**config.mk**
```make
export PLATFORM = sky130hd
export DESIGN_NAME = jtframe_dwnld_pack_flat
export DESIGN_NICKNAME = d
export VERILOG_FILES = /design/src/rtl/jtframe_dwnld_pkg.sv /design/src/rtl/jtframe_dwnld_pack_if.sv /design/src/rtl/jtframe_dwnld_fifo.sv /design/src/rtl/jtframe_dwnld_pack.sv /design/src/flat_wrapper.sv
export SDC_FILE = /design/constraint.sdc
export NUM_CORES = 1
export LEC_CHECK = 0
export BUFFER_PORTS_ARGS = -buffer_cell sky130_fd_sc_hd__buf_2
export CORE_UTILIZATION = 33
export CTS_CLUSTER_SIZE = 14
export DETAILED_ROUTE_END_ITERATION = 7
export PLACE_DENSITY = 0.49
export SLEW_MARGIN = 30
export SYNTH_ARGS = -nofsm -noshare
export SYNTH_HDL_FRONTEND = slang
export SYNTH_SLANG_ARGS = --single-unit
```
**constraint.sdc**
```tcl
create_clock -name clk -period 4 [get_ports clk]
set_clock_uncertainty 0.05 [all_clocks]
set_input_delay 0.2 -clock clk [delete_from_list [all_inputs] [get_ports clk]]
set_output_delay 0.2 -clock clk [all_outputs]
set_load 0.05 [all_outputs]
```
**src/rtl/jtframe_dwnld_pkg.sv**
```systemverilog
// Shared types and constants for the jtframe download router and its write FIFO.
package jtframe_dwnld_pkg;

    localparam int BA_W    = 2;
    localparam int ADDR_W  = 22;
    localparam int DATA_W  = 16;
    localparam int MASK_W  = 2;
    localparam int ENTRY_W = 42;

    // Active-low byte enables: bit0 = even byte lane, bit1 = odd byte lane
    localparam logic [1:0] MASK_BOTH = 2'b00;
    localparam logic [1:0] MASK_EVEN = 2'b10;
    localparam logic [1:0] MASK_ODD  = 2'b01;
    localparam logic [1:0] MASK_NONE = 2'b11;

    localparam logic [24:0] PROM_NONE = ~25'd0;

    typedef struct packed {
        logic [BA_W-1:0]   ba;
        logic [ADDR_W-1:0] addr;
        logic [DATA_W-1:0] data;
        logic [MASK_W-1:0] mask;
    } entry_t;

    function automatic entry_t make_entry(input logic [1:0] ba, input logic [21:0] addr,
                                          input logic [15:0] data, input logic [1:0] mask);
        entry_t e;
        e.ba   = ba;
        e.addr = addr;
        e.data = data;
        e.mask = mask;
        return e;
    endfunction

endpackage

```
**src/rtl/jtframe_dwnld_pack_if.sv**
```systemverilog
// SDRAM programming port between the download router (master) and jtframe_sdram (slave).
interface jtframe_dwnld_pack_if;
    import jtframe_dwnld_pkg::*;

    logic [ADDR_W-1:0] prog_addr;
    logic [DATA_W-1:0] prog_data;
    logic [MASK_W-1:0] prog_mask;
    logic [BA_W-1:0]   prog_ba;
    logic              prog_we;
    logic              prog_rd;
    logic              sdram_ack;

    modport master (
        output prog_addr, prog_data, prog_mask, prog_ba, prog_we, prog_rd,
        input  sdram_ack
    );

    modport slave (
        input  prog_addr, prog_data, prog_mask, prog_ba, prog_we, prog_rd,
        output sdram_ack
    );
endinterface

```
**src/rtl/jtframe_dwnld_fifo.sv**
```systemverilog
// Small synchronous FIFO for pending SDRAM writes; pop on empty and push on full
// (unless popped the same cycle) are ignored.
module jtframe_dwnld_fifo #(
    parameter int AW = 2,
    parameter int W  = 42
) (
    input  logic         clk,
    input  logic         rst_n,
    input  logic         push,
    input  logic         pop,
    input  logic [W-1:0] din,
    output logic [W-1:0] dout,
    output logic         empty,
    output logic         full
);
    localparam int DEPTH = 1 << AW;

    logic [W-1:0] mem_q [DEPTH];
    logic [AW:0]  wr_ptr_q;
    logic [AW:0]  rd_ptr_q;
    logic         do_push_s;
    logic         do_pop_s;

    assign empty     = (wr_ptr_q == rd_ptr_q);
    assign full      = (wr_ptr_q[AW] != rd_ptr_q[AW]) &&
                       (wr_ptr_q[AW-1:0] == rd_ptr_q[AW-1:0]);
    assign do_pop_s  = pop && !empty;
    assign do_push_s = push && (!full || do_pop_s);
    assign dout      = mem_q[rd_ptr_q[AW-1:0]];

    // Storage and pointer update
    always_ff @(posedge clk or negedge rst_n) begin
        if (!rst_n) begin
            wr_ptr_q <= '0;
            rd_ptr_q <= '0;
            for (int i = 0; i < DEPTH; i++) begin
                mem_q[i] <= '0;
            end
        end else begin
            if (do_push_s) begin
                mem_q[wr_ptr_q[AW-1:0]] <= din;
                wr_ptr_q                <= wr_ptr_q + 1'b1;
            end
            if (do_pop_s) begin
                rd_ptr_q <= rd_ptr_q + 1'b1;
            end
        end
    end

endmodule

```
**src/rtl/jtframe_dwnld_pack.sv**
```systemverilog
// Download router: drops the file header, sends the PROM region to prom_*, and packs
// byte pairs into 16-bit SDRAM writes queued in a FIFO. Byte lanes swap with JTFRAME_DWNLD_SWAP_EN.
module jtframe_dwnld_pack
    import jtframe_dwnld_pkg::*;
#(
    parameter logic [24:0] HEADER     = 25'd0,
    parameter logic [24:0] PROM_START = ~25'd0,
    parameter logic [24:0] BA1_START  = ~25'd0,
    parameter logic [24:0] BA2_START  = ~25'd0,
    parameter logic [24:0] BA3_START  = ~25'd0,
    parameter int          FIFO_AW    = 2
) (
    input  logic                 clk,
    input  logic                 rst_n,
    input  logic                 downloading,
    input  logic [24:0]          ioctl_addr,
    input  logic [7:0]           ioctl_data,
    input  logic                 ioctl_wr,
    jtframe_dwnld_pack_if.master sdram,
    output logic [21:0]          prom_addr,
    output logic [7:0]           prom_data,
    output logic                 prom_we,
    output logic                 dwnld_busy,
    output logic                 overflow
);

`ifdef JTFRAME_DWNLD_SWAP_EN
    localparam logic [1:0] EVEN_ONLY = MASK_ODD;
    localparam logic [1:0] ODD_ONLY  = MASK_EVEN;
    function automatic logic [15:0] pair_word(input logic [7:0] even_b, input logic [7:0] odd_b);
        return {even_b, odd_b};
    endfunction
`else
    localparam logic [1:0] EVEN_ONLY = MASK_EVEN;
    localparam logic [1:0] ODD_ONLY  = MASK_ODD;
    function automatic logic [15:0] pair_word(input logic [7:0] even_b, input logic [7:0] odd_b);
        return {odd_b, even_b};
    endfunction
`endif

    logic        hdr_borrow_s;
    logic [24:0] eff_s;
    logic [24:0] prom_off_s;
    logic [24:0] off_s;
    logic [24:0] local_s;
    logic [1:0]  ba_s;
    logic [21:0] word_s;
    logic        accept_s;
    logic        prom_hit_s;
    logic        dl_rise_s;
    logic        dl_fall_s;
    logic        push_s;
    logic        pop_s;
    entry_t      push_entry_s;
    entry_t      head_s;
    logic [ENTRY_W-1:0] fifo_dout_s;
    logic        fifo_empty_s;
    logic        fifo_full_s;
    logic        unused_s;

    logic        dl_q;
    logic        hold_vld_q,  hold_vld_d;
    logic [1:0]  hold_ba_q,   hold_ba_d;
    logic [21:0] hold_word_q, hold_word_d;
    logic [7:0]  hold_lo_q,   hold_lo_d;
    logic        prog_we_q,   prog_we_d;
    logic        overflow_q,  overflow_d;
    logic        prom_we_q;
    logic [21:0] prom_addr_q;
    logic [7:0]  prom_data_q;

    // Header removal via borrow so a zero HEADER needs no always-true compare
    assign {hdr_borrow_s, eff_s} = {1'b0, ioctl_addr} - {1'b0, HEADER};
    assign accept_s   = ioctl_wr && downloading && !hdr_borrow_s;
    assign prom_hit_s = (PROM_START != PROM_NONE) && (eff_s >= PROM_START);
    assign prom_off_s = eff_s - PROM_START;
    assign local_s    = eff_s - off_s;
    assign word_s     = local_s[22:1];
    assign dl_rise_s  = downloading && !dl_q;
    assign dl_fall_s  = !downloading && dl_q;
    assign pop_s      = sdram.sdram_ack && prog_we_q;
    assign unused_s   = ^{local_s[24:23], prom_off_s[24:22]};

    // Bank select: highest enabled bank whose start is at or below eff
    always_comb begin
        ba_s  = 2'd0;
        off_s = 25'd0;
        if ((BA3_START != PROM_NONE) && (eff_s >= BA3_START)) begin
            ba_s  = 2'd3;
            off_s = BA3_START;
        end else if ((BA2_START != PROM_NONE) && (eff_s >= BA2_START)) begin
            ba_s  = 2'd2;
            off_s = BA2_START;
        end else if ((BA1_START != PROM_NONE) && (eff_s >= BA1_START)) begin
            ba_s  = 2'd1;
            off_s = BA1_START;
        end else begin
            ba_s  = 2'd0;
            off_s = 25'd0;
        end
    end

    // Byte packing and hold register next state; at most one push per cycle
    always_comb begin
        push_s       = 1'b0;
        push_entry_s = '0;
        hold_vld_d   = hold_vld_q;
        hold_ba_d    = hold_ba_q;
        hold_word_d  = hold_word_q;
        hold_lo_d    = hold_lo_q;
        if (accept_s && !prom_hit_s) begin
            if (!local_s[0]) begin
                if (hold_vld_q) begin
                    push_s       = 1'b1;
                    push_entry_s = make_entry(hold_ba_q, hold_word_q, {hold_lo_q, hold_lo_q}, EVEN_ONLY);
                end else begin
                    push_s       = 1'b0;
                end
                hold_vld_d  = 1'b1;
                hold_ba_d   = ba_s;
                hold_word_d = word_s;
                hold_lo_d   = ioctl_data;
            end else if (hold_vld_q && (hold_ba_q == ba_s) && (hold_word_q == word_s)) begin
                push_s       = 1'b1;
                push_entry_s = make_entry(ba_s, word_s, pair_word(hold_lo_q, ioctl_data), MASK_BOTH);
                hold_vld_d   = 1'b0;
            end else begin
                push_s       = 1'b1;
                push_entry_s = make_entry(ba_s, word_s, {ioctl_data, ioctl_data}, ODD_ONLY);
            end
        end else if (dl_fall_s && hold_vld_q) begin
            push_s       = 1'b1;
            push_entry_s = make_entry(hold_ba_q, hold_word_q, {hold_lo_q, hold_lo_q}, EVEN_ONLY);
            hold_vld_d   = 1'b0;
        end else begin
            push_s       = 1'b0;
        end
    end

    // Write request and sticky overflow next state
    always_comb begin
        prog_we_d  = !fifo_empty_s && !pop_s;
        overflow_d = overflow_q;
        if (push_s && fifo_full_s && !pop_s) begin
            overflow_d = 1'b1;
        end else if (dl_rise_s) begin
            overflow_d = 1'b0;
        end else begin
            overflow_d = overflow_q;
        end
    end

    // State registers
    always_ff @(posedge clk or negedge rst_n) begin
        if (!rst_n) begin
            dl_q        <= 1'b0;
            hold_vld_q  <= 1'b0;
            hold_ba_q   <= 2'd0;
            hold_word_q <= 22'd0;
            hold_lo_q   <= 8'd0;
            prog_we_q   <= 1'b0;
            overflow_q  <= 1'b0;
            prom_we_q   <= 1'b0;
            prom_addr_q <= 22'd0;
            prom_data_q <= 8'd0;
        end else begin
            dl_q        <= downloading;
            hold_vld_q  <= hold_vld_d;
            hold_ba_q   <= hold_ba_d;
            hold_word_q <= hold_word_d;
            hold_lo_q   <= hold_lo_d;
            prog_we_q   <= prog_we_d;
            overflow_q  <= overflow_d;
            prom_we_q   <= accept_s && prom_hit_s;
            if (accept_s && prom_hit_s) begin
                prom_addr_q <= prom_off_s[21:0];
                prom_data_q <= ioctl_data;
            end
        end
    end

    jtframe_dwnld_fifo #(
        .AW (FIFO_AW),
        .W  (ENTRY_W)
    ) u_fifo (
        .clk   (clk),
        .rst_n (rst_n),
        .push  (push_s),
        .pop   (pop_s),
        .din   (push_entry_s),
        .dout  (fifo_dout_s),
        .empty (fifo_empty_s),
        .full  (fifo_full_s)
    );

    // Bus idles at zero data with both lanes disabled whenever no request is pending
    assign head_s          = entry_t'(fifo_dout_s);
    assign sdram.prog_we   = prog_we_q;
    assign sdram.prog_rd   = 1'b0;
    assign sdram.prog_addr = prog_we_q ? head_s.addr : 22'd0;
    assign sdram.prog_data = prog_we_q ? head_s.data : 16'd0;
    assign sdram.prog_mask = prog_we_q ? head_s.mask : MASK_NONE;
    assign sdram.prog_ba   = prog_we_q ? head_s.ba   : 2'd0;

    assign prom_we    = prom_we_q;
    assign prom_addr  = prom_addr_q;
    assign prom_data  = prom_data_q;
    assign overflow   = overflow_q;
    assign dwnld_busy = downloading || hold_vld_q || !fifo_empty_s;

endmodule

```
**src/flat_wrapper.sv**
```systemverilog
// flat-port wrapper written by rule: the top's interface ports become plain ports
module jtframe_dwnld_pack_flat import jtframe_dwnld_pkg::*;
#(
    parameter logic [24:0] HEADER     = 25'd0,
    parameter logic [24:0] PROM_START = ~25'd0,
    parameter logic [24:0] BA1_START  = ~25'd0,
    parameter logic [24:0] BA2_START  = ~25'd0,
    parameter logic [24:0] BA3_START  = ~25'd0,
    parameter int          FIFO_AW    = 2
)
  (clk, rst_n, downloading, ioctl_addr, ioctl_data, ioctl_wr, prom_addr, prom_data, prom_we, dwnld_busy, overflow, sdram_prog_addr, sdram_prog_data, sdram_prog_mask, sdram_prog_ba, sdram_prog_we, sdram_prog_rd, sdram_sdram_ack);
  jtframe_dwnld_pack_if sdram_i ();
  input  logic clk;
  input  logic rst_n;
  input  logic downloading;
  input  logic [24:0] ioctl_addr;
  input  logic [7:0] ioctl_data;
  input  logic ioctl_wr;
  output logic [21:0] prom_addr;
  output logic [7:0] prom_data;
  output logic prom_we;
  output logic dwnld_busy;
  output logic overflow;
  output wire logic [$bits(sdram_i.prog_addr)-1:0] sdram_prog_addr;
  output wire logic [$bits(sdram_i.prog_data)-1:0] sdram_prog_data;
  output wire logic [$bits(sdram_i.prog_mask)-1:0] sdram_prog_mask;
  output wire logic [$bits(sdram_i.prog_ba)-1:0] sdram_prog_ba;
  output wire logic [$bits(sdram_i.prog_we)-1:0] sdram_prog_we;
  output wire logic [$bits(sdram_i.prog_rd)-1:0] sdram_prog_rd;
  input wire logic [$bits(sdram_i.sdram_ack)-1:0] sdram_sdram_ack;
  assign sdram_prog_addr = sdram_i.prog_addr;
  assign sdram_prog_data = sdram_i.prog_data;
  assign sdram_prog_mask = sdram_i.prog_mask;
  assign sdram_prog_ba = sdram_i.prog_ba;
  assign sdram_prog_we = sdram_i.prog_we;
  assign sdram_prog_rd = sdram_i.prog_rd;
  assign sdram_i.sdram_ack = sdram_sdram_ack;
  jtframe_dwnld_pack #(.HEADER(HEADER), .PROM_START(PROM_START), .BA1_START(BA1_START), .BA2_START(BA2_START), .BA3_START(BA3_START), .FIFO_AW(FIFO_AW)) u_core (.clk(clk), .rst_n(rst_n), .downloading(downloading), .ioctl_addr(ioctl_addr), .ioctl_data(ioctl_data), .ioctl_wr(ioctl_wr), .sdram(sdram_i), .prom_addr(prom_addr), .prom_data(prom_data), .prom_we(prom_we), .dwnld_busy(dwnld_busy), .overflow(overflow));
endmodule
```
# [Word level (Yosys, flattened, before mapping)]
# Index checks and enable logic that the tools add are counted.
[totals] output_inout_bits=77 reg_bits=208 wordCells=75 in_bits=38
[classes] n_mux=25 reduce_logical=25 addsub=2 eq_ne=5 order_cmp=3 bitwise_logic=3
[ops] op="168-bit bitwise mux" count=1
[ops] op="42-bit two-way mux" count=4
[ops] op="40-bit two-way mux" count=3
[ops] op="42-bit binary-select mux with 2-bit select" count=1
[ops] op="42-bit demux with 2-bit select" count=1
[ops] op="22-bit equality test" count=1
[ops] op="22-bit two-way mux" count=1
[ops] op="16-bit two-way mux" count=1
[ops] op="1-bit logical AND" count=13
[ops] op="1-bit two-way mux" count=10
[ops] op="10-bit two-way mux" count=1
[ops] op="3-bit by 1-bit adder with 3-bit output, second input constant" count=2
[ops] op="3-bit >= comparator, second input constant" count=2
[ops] op="2-bit NOT with 3-bit output" count=2
[ops] op="1-bit zero test" count=5
[ops] op="2-bit two-way mux" count=2
[ops] op="2-bit AND reduction" count=2
[ops] op="2-bit nonzero test" count=2
[ops] op="3-bit equality test" count=1
[ops] op="1-bit logical OR" count=3
[ops] op="3-bit by 1-bit < comparator with 1-bit output, second input constant" count=1
[ops] op="3-bit inequality test, second input constant" count=1
[ops] op="2-bit equality test" count=1
[ops] op="1-bit inequality test" count=1
[ops] op="1-bit NOT" count=1

# [Depth between registers and ports, before layout]
# Gate-level depths: netlist of run 1.
[logic_depth] depth_word=8 ltp_mapped=9 depth_no_buf=5

# [By module]
# From an unflattened synthesis of run 1, not the netlist that was laid out.
[unflattened] hier_cells=699 hier_area_um2=10331.2
[modules_own_cells] module="jtframe_dwnld_fifo" cells_each=448 instances=1 area_per_inst_um2=7828.8
[modules_own_cells] module="jtframe_dwnld_pack" cells_each=251 instances=1 area_per_inst_um2=2502.4

# [Least setup slack after synthesis of run 1]
# No wires, ideal clock.
[synth_path] kind="reg-to-reg" from="reg u_core.prog_we_q, in the netlist u_core.sdram.prog_we" to="reg u_core.u_fifo.mem_q[8] (netlist bit)" setup_time_ps=141 t_arrival_ps=1877 path_stages_with_launch=9 slack_ps=1932 n_path_buf=3 path_cell_list="dfrtp_1 nand2_1 or4b_1 buf_6 and3_1 buf_6 buf_6 nor2_1 a31oi_1"
[synth_between] elab_chain_cells=4
[synth_lines] item="start: declaration" line="jtframe_dwnld_pack.sv:66" rtl="logic prog_we_q, prog_we_d;"
[synth_lines] item="start signal: assignment" line="jtframe_dwnld_pack.sv:172" rtl="prog_we_q <= prog_we_d;"
[synth_lines] item="1-bit logical AND" line="jtframe_dwnld_pack.sv:81" rtl="assign pop_s = sdram.sdram_ack && prog_we_q;"
[synth_lines] item="1-bit logical AND" line="jtframe_dwnld_fifo.sv:27" rtl="assign do_pop_s = pop && !empty;"
[synth_lines] item="1-bit logical OR" line="jtframe_dwnld_fifo.sv:28" rtl="assign do_push_s = push && (!full || do_pop_s);"
[synth_lines] item="1-bit logical AND" line="jtframe_dwnld_fifo.sv:28"
[synth_lines] item="end signal: indexed assignment" line="jtframe_dwnld_fifo.sv:41" rtl="mem_q[wr_ptr_q[AW-1:0]] <= din;"
[synth_lines] item="end: declaration" line="jtframe_dwnld_fifo.sv:18" rtl="logic [W-1:0] mem_q [DEPTH];"
# Every way passes these cells.
# A chain may end at the register's enable or synchronous reset.

# [Worst setup path after layout of run 1]
[layout_path] from="reg u_core.hold_vld_q" to="reg u_core.u_fifo.mem_q[43] (netlist bit)"
[layout_between] elab_chain_cells=4 elab_cells_between_ends=11 classes_between="mux (9); reduce/logical (2)"
[layout_lines] item="start: declaration" line="jtframe_dwnld_pack.sv:62" rtl="logic hold_vld_q, hold_vld_d;"
[layout_lines] item="start signal: assignment" line="jtframe_dwnld_pack.sv:168" rtl="hold_vld_q <= hold_vld_d;"
[layout_lines] item="40-bit two-way mux, or another cell as far along" line="jtframe_dwnld_pack.sv:113" rtl="if (hold_vld_q) begin"
[layout_lines] item="40-bit two-way mux, or another cell as far along" line="jtframe_dwnld_pack.sv:112" rtl="if (!local_s[0]) begin"
[layout_lines] item="42-bit two-way mux / 1-bit two-way mux (equally long branches)" line="jtframe_dwnld_pack.sv:111" rtl="if (accept_s && !prom_hit_s) begin"
[layout_lines] item="168-bit bitwise mux / 1-bit logical AND (equally long branches)" line="jtframe_dwnld_fifo.sv:41, jtframe_dwnld_fifo.sv:28"
# Several ways; a longest one is shown, not always the timed one.

==> results.sh, run 1 <==
export IMPL_rows=62
export IMPL_start_kind="register"
export IMPL_die_y_um=173
export IMPL_grt_pass1_wl_um=38000
export IMPL_drt_first_pass_iters=5
export IMPL_htree_num_levels=4
export IMPL_worstSetupPathType="reg -> reg"
export IMPL_period_needed_ns=2.74
export IMPL_vias_per_cell=4.83
export IMPL_ys_async_sr_fraction_pct=100
export IMPL_ys_types=36
export IMPL_clk_pin_slew_ns=0.07
export IMPL_whs_ns=0.0252
export IMPL_antenna_found_initial=0
export IMPL_final_setup_tns_ns=0
export IMPL_grt_overflow=0
export IMPL_ys_ff_latch=200
export IMPL_r2r_setup_slack_ns=1.26
export IMPL_place_ws_ns=1.21
export IMPL_antennaDiodeCount=0
export IMPL_routedWlPerCell_um=17.3
export IMPL_fin_nets=999
export IMPL_root_buffer="clkbuf_16"
export IMPL_end_kind="register"
export IMPL_rr_startpoint="u_core.hold_vld_q$_DFFE_PN0P_"
export IMPL_arrival_ns=3.00
export IMPL_core_area_um2=28700
export IMPL_cts_inserted_buffers=17
export IMPL_synth_edf_count=0
export IMPL_synth_main_ff_cell="dfrtp_1"
export IMPL_r2r_cells=6
export IMPL_hold_path_class="in -> reg"
export IMPL_gp_congestion=0.718
export IMPL_yosysWarnings=0
export IMPL_initial_core_util_pct=33.5
export IMPL_crit_fanout=36
export IMPL_synth_area_per_cell_um2=10.9
export IMPL_min_delay_start="ioctl_data[2]"
export IMPL_remaining_drc_errors=0
export IMPL_n_fill_cell=2913
export IMPL_fin_crit_sh_pct=68.5
export IMPL_cts_tree="built"
export IMPL_clockBufferDepth=2
export IMPL_dp_hpwl_um=15000
export IMPL_power_leakage_nw=4.78
export IMPL_die_w_um=173
export IMPL_drtAntennaViolNets=0
export IMPL_r2r_end="u_core.u_fifo.mem_q[43]$_DFFE_PN0P_"
export IMPL_grt_use_total_pct=16.4
export IMPL_power_density_nw_per_um2=741
export IMPL_vias=6540
export IMPL_synthToLayoutAreaGrowth_pct=14.8
export IMPL_yosysSeqAreaShare_pct=52.1
export IMPL_worst_slack_ns=1.26
export IMPL_required_ns=4.26
export IMPL_die_area_um2=29800
export IMPL_fmax_ghz=0.365
export IMPL_register_area_um2=5010
export IMPL_final_layout_size_suffix_gt1_share_pct=20.6
export IMPL_rsz0062_at_grt="false"
export IMPL_ctsResizeCount=0
export IMPL_wl_um=23300
export IMPL_finalHoldViolCount=0
export IMPL_grt_pass1_vias=6550
export IMPL_hold_end="u_core.hold_lo_q[2]$_DFFE_PN0P_"
export IMPL_syn_area_um2=9610
export IMPL_tightest_slew_ns=0.951
export IMPL_multi_input_area_um2=4120
export IMPL_io_pins=115
export IMPL_hold_depth=2
export IMPL_status="completed"
export IMPL_clk_latency_ns=0.43
export IMPL_grt_start_max_net_pins=98
export IMPL_p_total_w=0.00818
export IMPL_numClockSinks=200
export IMPL_slew_limit_headroom_pct=36.6
export IMPL_cap_violations=0
export IMPL_setup_viol=0
export IMPL_drv_slew=0
export IMPL_portBuffers=78
export IMPL_drt_iter0_markers=391
export IMPL_ir_worst_vdd_mv=0.290
export IMPL_syn_instance_count=882
==> Yosys cell counts, types with 23 or more instances <==
cell type  count  area [um2]
buf_4         37         278
a22oi_1       28         210
mux4_2        40         901
dfrtp_1      200        5000
o21ai_0      128         641
nand2_1      145         544
nor2_1        34         128
mux2_2        31         349
buf_2         23         115
clkbuf_1      26        97.6
and2_1        44         275
a31oi_1       32         200
==> area by class of cell <==
cell class                      count  area share [%]
Clock buffer                       19            3.92
Clock inverter                     13            1.47
Inverter                            3           0.102
Multi-Input combinational cell    615            37.4
Sequential cell                   200            45.4
Tap cell                          384            4.35
Timing Repair Buffer              119            7.41
==> repair_timing <==
action / 4_1_cts / 5_1_grt
endpoints found under the hold margin: 122 / 0
buffers inserted: 0 / 0
setup endpoints to repair: 0 / 0
hold buffers: 28 / 0
==> cell usage in the layout, fill, tap and decap left out, types with 14 or more instances in the layout <==
cell           count
xor2_1            14
and2_1            44
buf_2             77
a22oi_1           28
mux2_2            31
a31oi_1           32
dlygate4sd3_1     28
xnor2_1           15
nor2_1            34
nand2_1          145
clkbuf_16         17
o21ai_0          128
dfrtp_1          198
mux4_2            40
conb_1            34
==> through the flow <==
stage          utilization [%]  std cells  cell area (um2)
5_1_grt                   38.5       1353            11000
6_report                  38.5       1353            11000
3_5_place_dp              35.4       1293            10200
3_3_place_gp              35.4       1293            10200
2_1_floorplan                -        915             9740
4_1_cts                   38.4       1353            11000
==> registers in the layout, indices dropped and copies added (netlist names) <==
name,count
u_core.overflow,1
u_core.hold_word_q,22
u_core.dl_q,1
u_core.sdram.prog_we,1
u_core.u_fifo.rd_ptr_q,3
u_core.u_fifo.mem_q,160
u_core.u_fifo.wr_ptr_q,3
u_core.hold_vld_q,1
u_core.hold_lo_q,8
==> worst max-delay path, cell delays in order (launching register included) <==
cell and delay (ns):
dfrtp_1 0.49, nand2_1 0.11, o21ai_1 0.53, nand3_2 0.79, buf_4 0.47, nand2_1 0.08, o21ai_0 0.08
==> power by group <==
part	leakage (nW)	internal (W)	total (W)	switching (W)
clock	0.288	0.000945	0.00176	0.000815
sequential	2.59	0.00275	0.00315	0.000401
combinational	1.90	0.00121	0.00327	0.00206
total	4.78	0.00491	0.00818	0.00328
==> worst max-delay path by stage <==
stage                     cells past startpoint                                   to                                  start
after floorplan                               8   u_core.u_fifo.mem_q[8]$_DFFE_PN0P_         u_core.sdram.prog_we$_DFF_PN0_
after global placement                        6  u_core.u_fifo.mem_q[73]$_DFFE_PN0P_          u_core.hold_vld_q$_DFFE_PN0P_
after detailed placement                      6  u_core.u_fifo.mem_q[43]$_DFFE_PN0P_          u_core.hold_vld_q$_DFFE_PN0P_
after CTS                                     4                  sdram_prog_addr[12]  u_core.u_fifo.rd_ptr_q[0]$_DFFE_PN0P_
after global routing                          6  u_core.u_fifo.mem_q[78]$_DFFE_PN0P_          u_core.hold_vld_q$_DFFE_PN0P_
final                                         6  u_core.u_fifo.mem_q[43]$_DFFE_PN0P_          u_core.hold_vld_q$_DFFE_PN0P_
==> layer usage <==
layer  vias up  wire [um]  part of all wire, %  track usage [%]
li1       3195          -                    -                -
met1      3210      11400                   49             23.7
met2       118      10900                   47             25.7
met3        17        720                  3.1             2.77
met4         0        298                  1.3             4.31
met5         -          0                    0                0
==> logic make-up (layout without fill, tap and decap cells) <==
kind of cell	count (synthesis)	in the layout	synth area share, %
xor+xnor	29	29	2.64
mux	71	71	13.0
other cells	1	34	0.0390
compound gates	215	215	12.7
simple gates	261	261	12.4
flops	200	200	52.1
buf+inv	100	154	6.43
fa+ha+maj	5	5	0.651
(Power assumes the default switching activity.)
==> run 2: changes to the inputs <==
- clock period: 4 -> 2.9 ns (I/O delays scaled with it)
==> run 2 against run 1 <==
Compared with the run above: count of clock-buffer cells in the layout decreased by 2; final area increased by 1.1%; first-iteration DRC count decreased by 7.4%; sequential power increased by 38%; largest power group unchanged; highest routed layer unchanged.
==> results.sh, run 2 (same netlist as run 1, synthesis figures left out) <==
export IMPL_status="completed"
export IMPL_wl_um=23500
export IMPL_fin_nets=1006
export IMPL_cpLargestDelayFamily="buffers and inverters"
export IMPL_layout_common_cells="dfrtp_1 (198), nand2_1 (145), o21ai_0 (128)"
export IMPL_p_seq_share_pct=38.4
export IMPL_die_area_um2=29800
export IMPL_drtAntennaViolNets=0
export IMPL_initial_core_util_pct=33.5
export IMPL_clk_pin_slew_ns=0.07
export IMPL_finalHoldViolCount=0
export IMPL_fin_crit_sh_pct=83.7
export IMPL_vias=6566
export IMPL_layout_commonest_cell="dfrtp_1"
export IMPL_drt_first_pass_iters=5
export IMPL_cp_endpoint="sdram_prog_data[8]"
export IMPL_start_kind="register"
export IMPL_cp_depth=4
export IMPL_critPathBufInv=2
export IMPL_drt_iter0_markers=362
export IMPL_clk_latency_ns=0.44
export IMPL_rr_startpoint="u_core.u_fifo.wr_ptr_q[1]$_DFFE_PN0P_"
export IMPL_drv_slew=0
export IMPL_grt_start_max_net_pins=75
export IMPL_worstSetupPathType="reg -> out"
export IMPL_grt_pass1_vias=6620
export IMPL_fmax_ghz=0.412
export IMPL_rows=62
export IMPL_cts_inserted_buffers=17
export IMPL_arrival_ns=2.23
export IMPL_r2r_setup_slack_ns=0.61
export IMPL_required_ns=2.71
export IMPL_remaining_drc_errors=0
export IMPL_die_w_um=173
export IMPL_synthToLayoutAreaGrowth_pct=16.1
export IMPL_antenna_found_initial=0
export IMPL_cpPeakStageDelay_ns=0.57
export IMPL_postCtsSetupRepairBufs=0
export IMPL_fin_area_um2=11200
export IMPL_r2r_cells=5
export IMPL_antennaDiodeCount=0
export IMPL_reg_top3="u_core.u_fifo.mem_q (160), u_core.hold_word_q (22), u_core.hold_lo_q (8)"
export IMPL_pwr_share_clk_pct=21.7
export IMPL_power_share_switching_pct=40.0
export IMPL_crit_fanout=42
export IMPL_core_area_um2=28700
export IMPL_grt_pass1_wl_um=38300
export IMPL_cap_violations=0
export IMPL_comb_power_share_pct=39.9
export IMPL_final_layout_size_suffix_gt1_share_pct=20.8
export IMPL_final_setup_tns_ns=0
export IMPL_root_buffer="clkbuf_16"
export IMPL_slew_limit_headroom_pct=52.6
export IMPL_ctsResizeCount=0
export IMPL_cts_tree="built"
export IMPL_power_leakage_nw=4.84
export IMPL_dp_hpwl_um=14800
export IMPL_die_y_um=173
export IMPL_rsz0062_at_grt="false"
export IMPL_end_kind="output pin"
export IMPL_setup_viol=0
export IMPL_grt_overflow=0
export IMPL_r2r_end="u_core.u_fifo.mem_q[7]$_DFFE_PN0P_"
export IMPL_gp_congestion=0.723
export IMPL_period_needed_ns=2.43
export IMPL_largest_register="u_core.u_fifo.mem_q"
export IMPL_numClockSinks=200
export IMPL_portBuffers=78
export IMPL_largest_reg_flops=160
export IMPL_grt_use_total_pct=16.5
export IMPL_intPower_w=0.00681
export IMPL_min_delay_start="ioctl_addr[0]"
export IMPL_slowest_stage="buf_4"
export IMPL_crit_start="u_core.u_fifo.rd_ptr_q[1]$_DFFE_PN0P_"
export IMPL_routedWlPerCell_um=17.3
export IMPL_hold_path_class="in -> reg"
export IMPL_io_pins=115
export IMPL_clockBufferDepth=2
export IMPL_tightest_slew_ns=0.711
export IMPL_power_density_nw_per_um2=1020
export IMPL_vias_per_cell=4.83
export IMPL_p_sw_w=0.00455
export IMPL_ir_worst_vdd_mv=0.375
export IMPL_crit_chain="buf_4, mux4_2, and2_1, buf_2"
export IMPL_place_area_um2=10200
export IMPL_htree_num_levels=4
run 2: cell count changes in the layout (fill, tap and decap cells not counted), sizes merged:
cell / change
clkbuf: -2
clkinvlp: -1
buf: +2
dlygate4sd3: +5
inv: +2
run 2: timing repair:
action | CTS | global route
setup endpoints to repair | 0 | 0
hold buffers | 33 | 0
hold endpoints to repair | 103 | 0
run 2: area by class of cell:
cell class | instances | area, um2
sequential | 200 | 5010
tap | 384 | 480
clock inverter | 14 | 183
multi-input combinational | 615 | 4120
timing repair buffer | 126 | 930
fill | 2906 | 17500
inverter | 3 | 11.3
clock buffer | 17 | 425
run 2: how the worst min path moves through the flow:
stage                                                end  slack, ns  cells past startpoint
finish              u_core.u_fifo.mem_q[126]$_DFFE_PN0P_       0.07                      3
global placement     u_core.u_fifo.mem_q[70]$_DFFE_PN0P_       0.17                      1
global route        u_core.u_fifo.mem_q[126]$_DFFE_PN0P_       0.07                      3
CTS                  u_core.u_fifo.mem_q[84]$_DFFE_PN0P_       0.06                      3
floorplan                          u_core.dl_q$_DFF_PN0_      -0.20                      0
detailed placement   u_core.u_fifo.mem_q[70]$_DFFE_PN0P_       0.17                      1
run 2: metrics by stage:
stage	utilization (%)	setup WS (ns)	hold WS (ns)	cells	power, W
CTS	38.9	0.439	0.0604	1359	0.0115
finish	38.9	0.474	0.0735	1359	0.0114
floorplan	-	0.832	-0.201	915	0.00788
detailed placement	35.6	0.608	0.165	1295	0.00899
global route	38.9	0.386	0.0749	1359	0.0121
global placement	35.6	0.634	0.171	1295	0.00893
run 2: power by group through the flow:
stage | Sequential (W) | Combinational, W | Clock (W)
after detailed placement | 0.00441 | 0.00459 | 0
after global routing | 0.00450 | 0.00497 | 0.00263
final | 0.00436 | 0.00453 | 0.00247
after floorplan | 0.00428 | 0.00360 | 0
after global placement | 0.00438 | 0.00455 | 0
after CTS | 0.00436 | 0.00462 | 0.00254
run 2: tightest hold or removal path, stage by stage:
cell and delay [ns]:
buf_2 0.12, nand3_1 0.15, o31ai_1 0.09
run 2: routing by layer:
| metal | up-vias | global-route usage (%) | part of all wire, % |
|---|---|---|---|
| met4 | 0 | 4.50 | 1.2 |
| met5 | - | 0 | 0 |
| met1 | 3247 | 23.2 | 49 |
| li1 | 3200 | - | - |
| met2 | 104 | 26.5 | 47 |
| met3 | 15 | 2.51 | 2.5 |
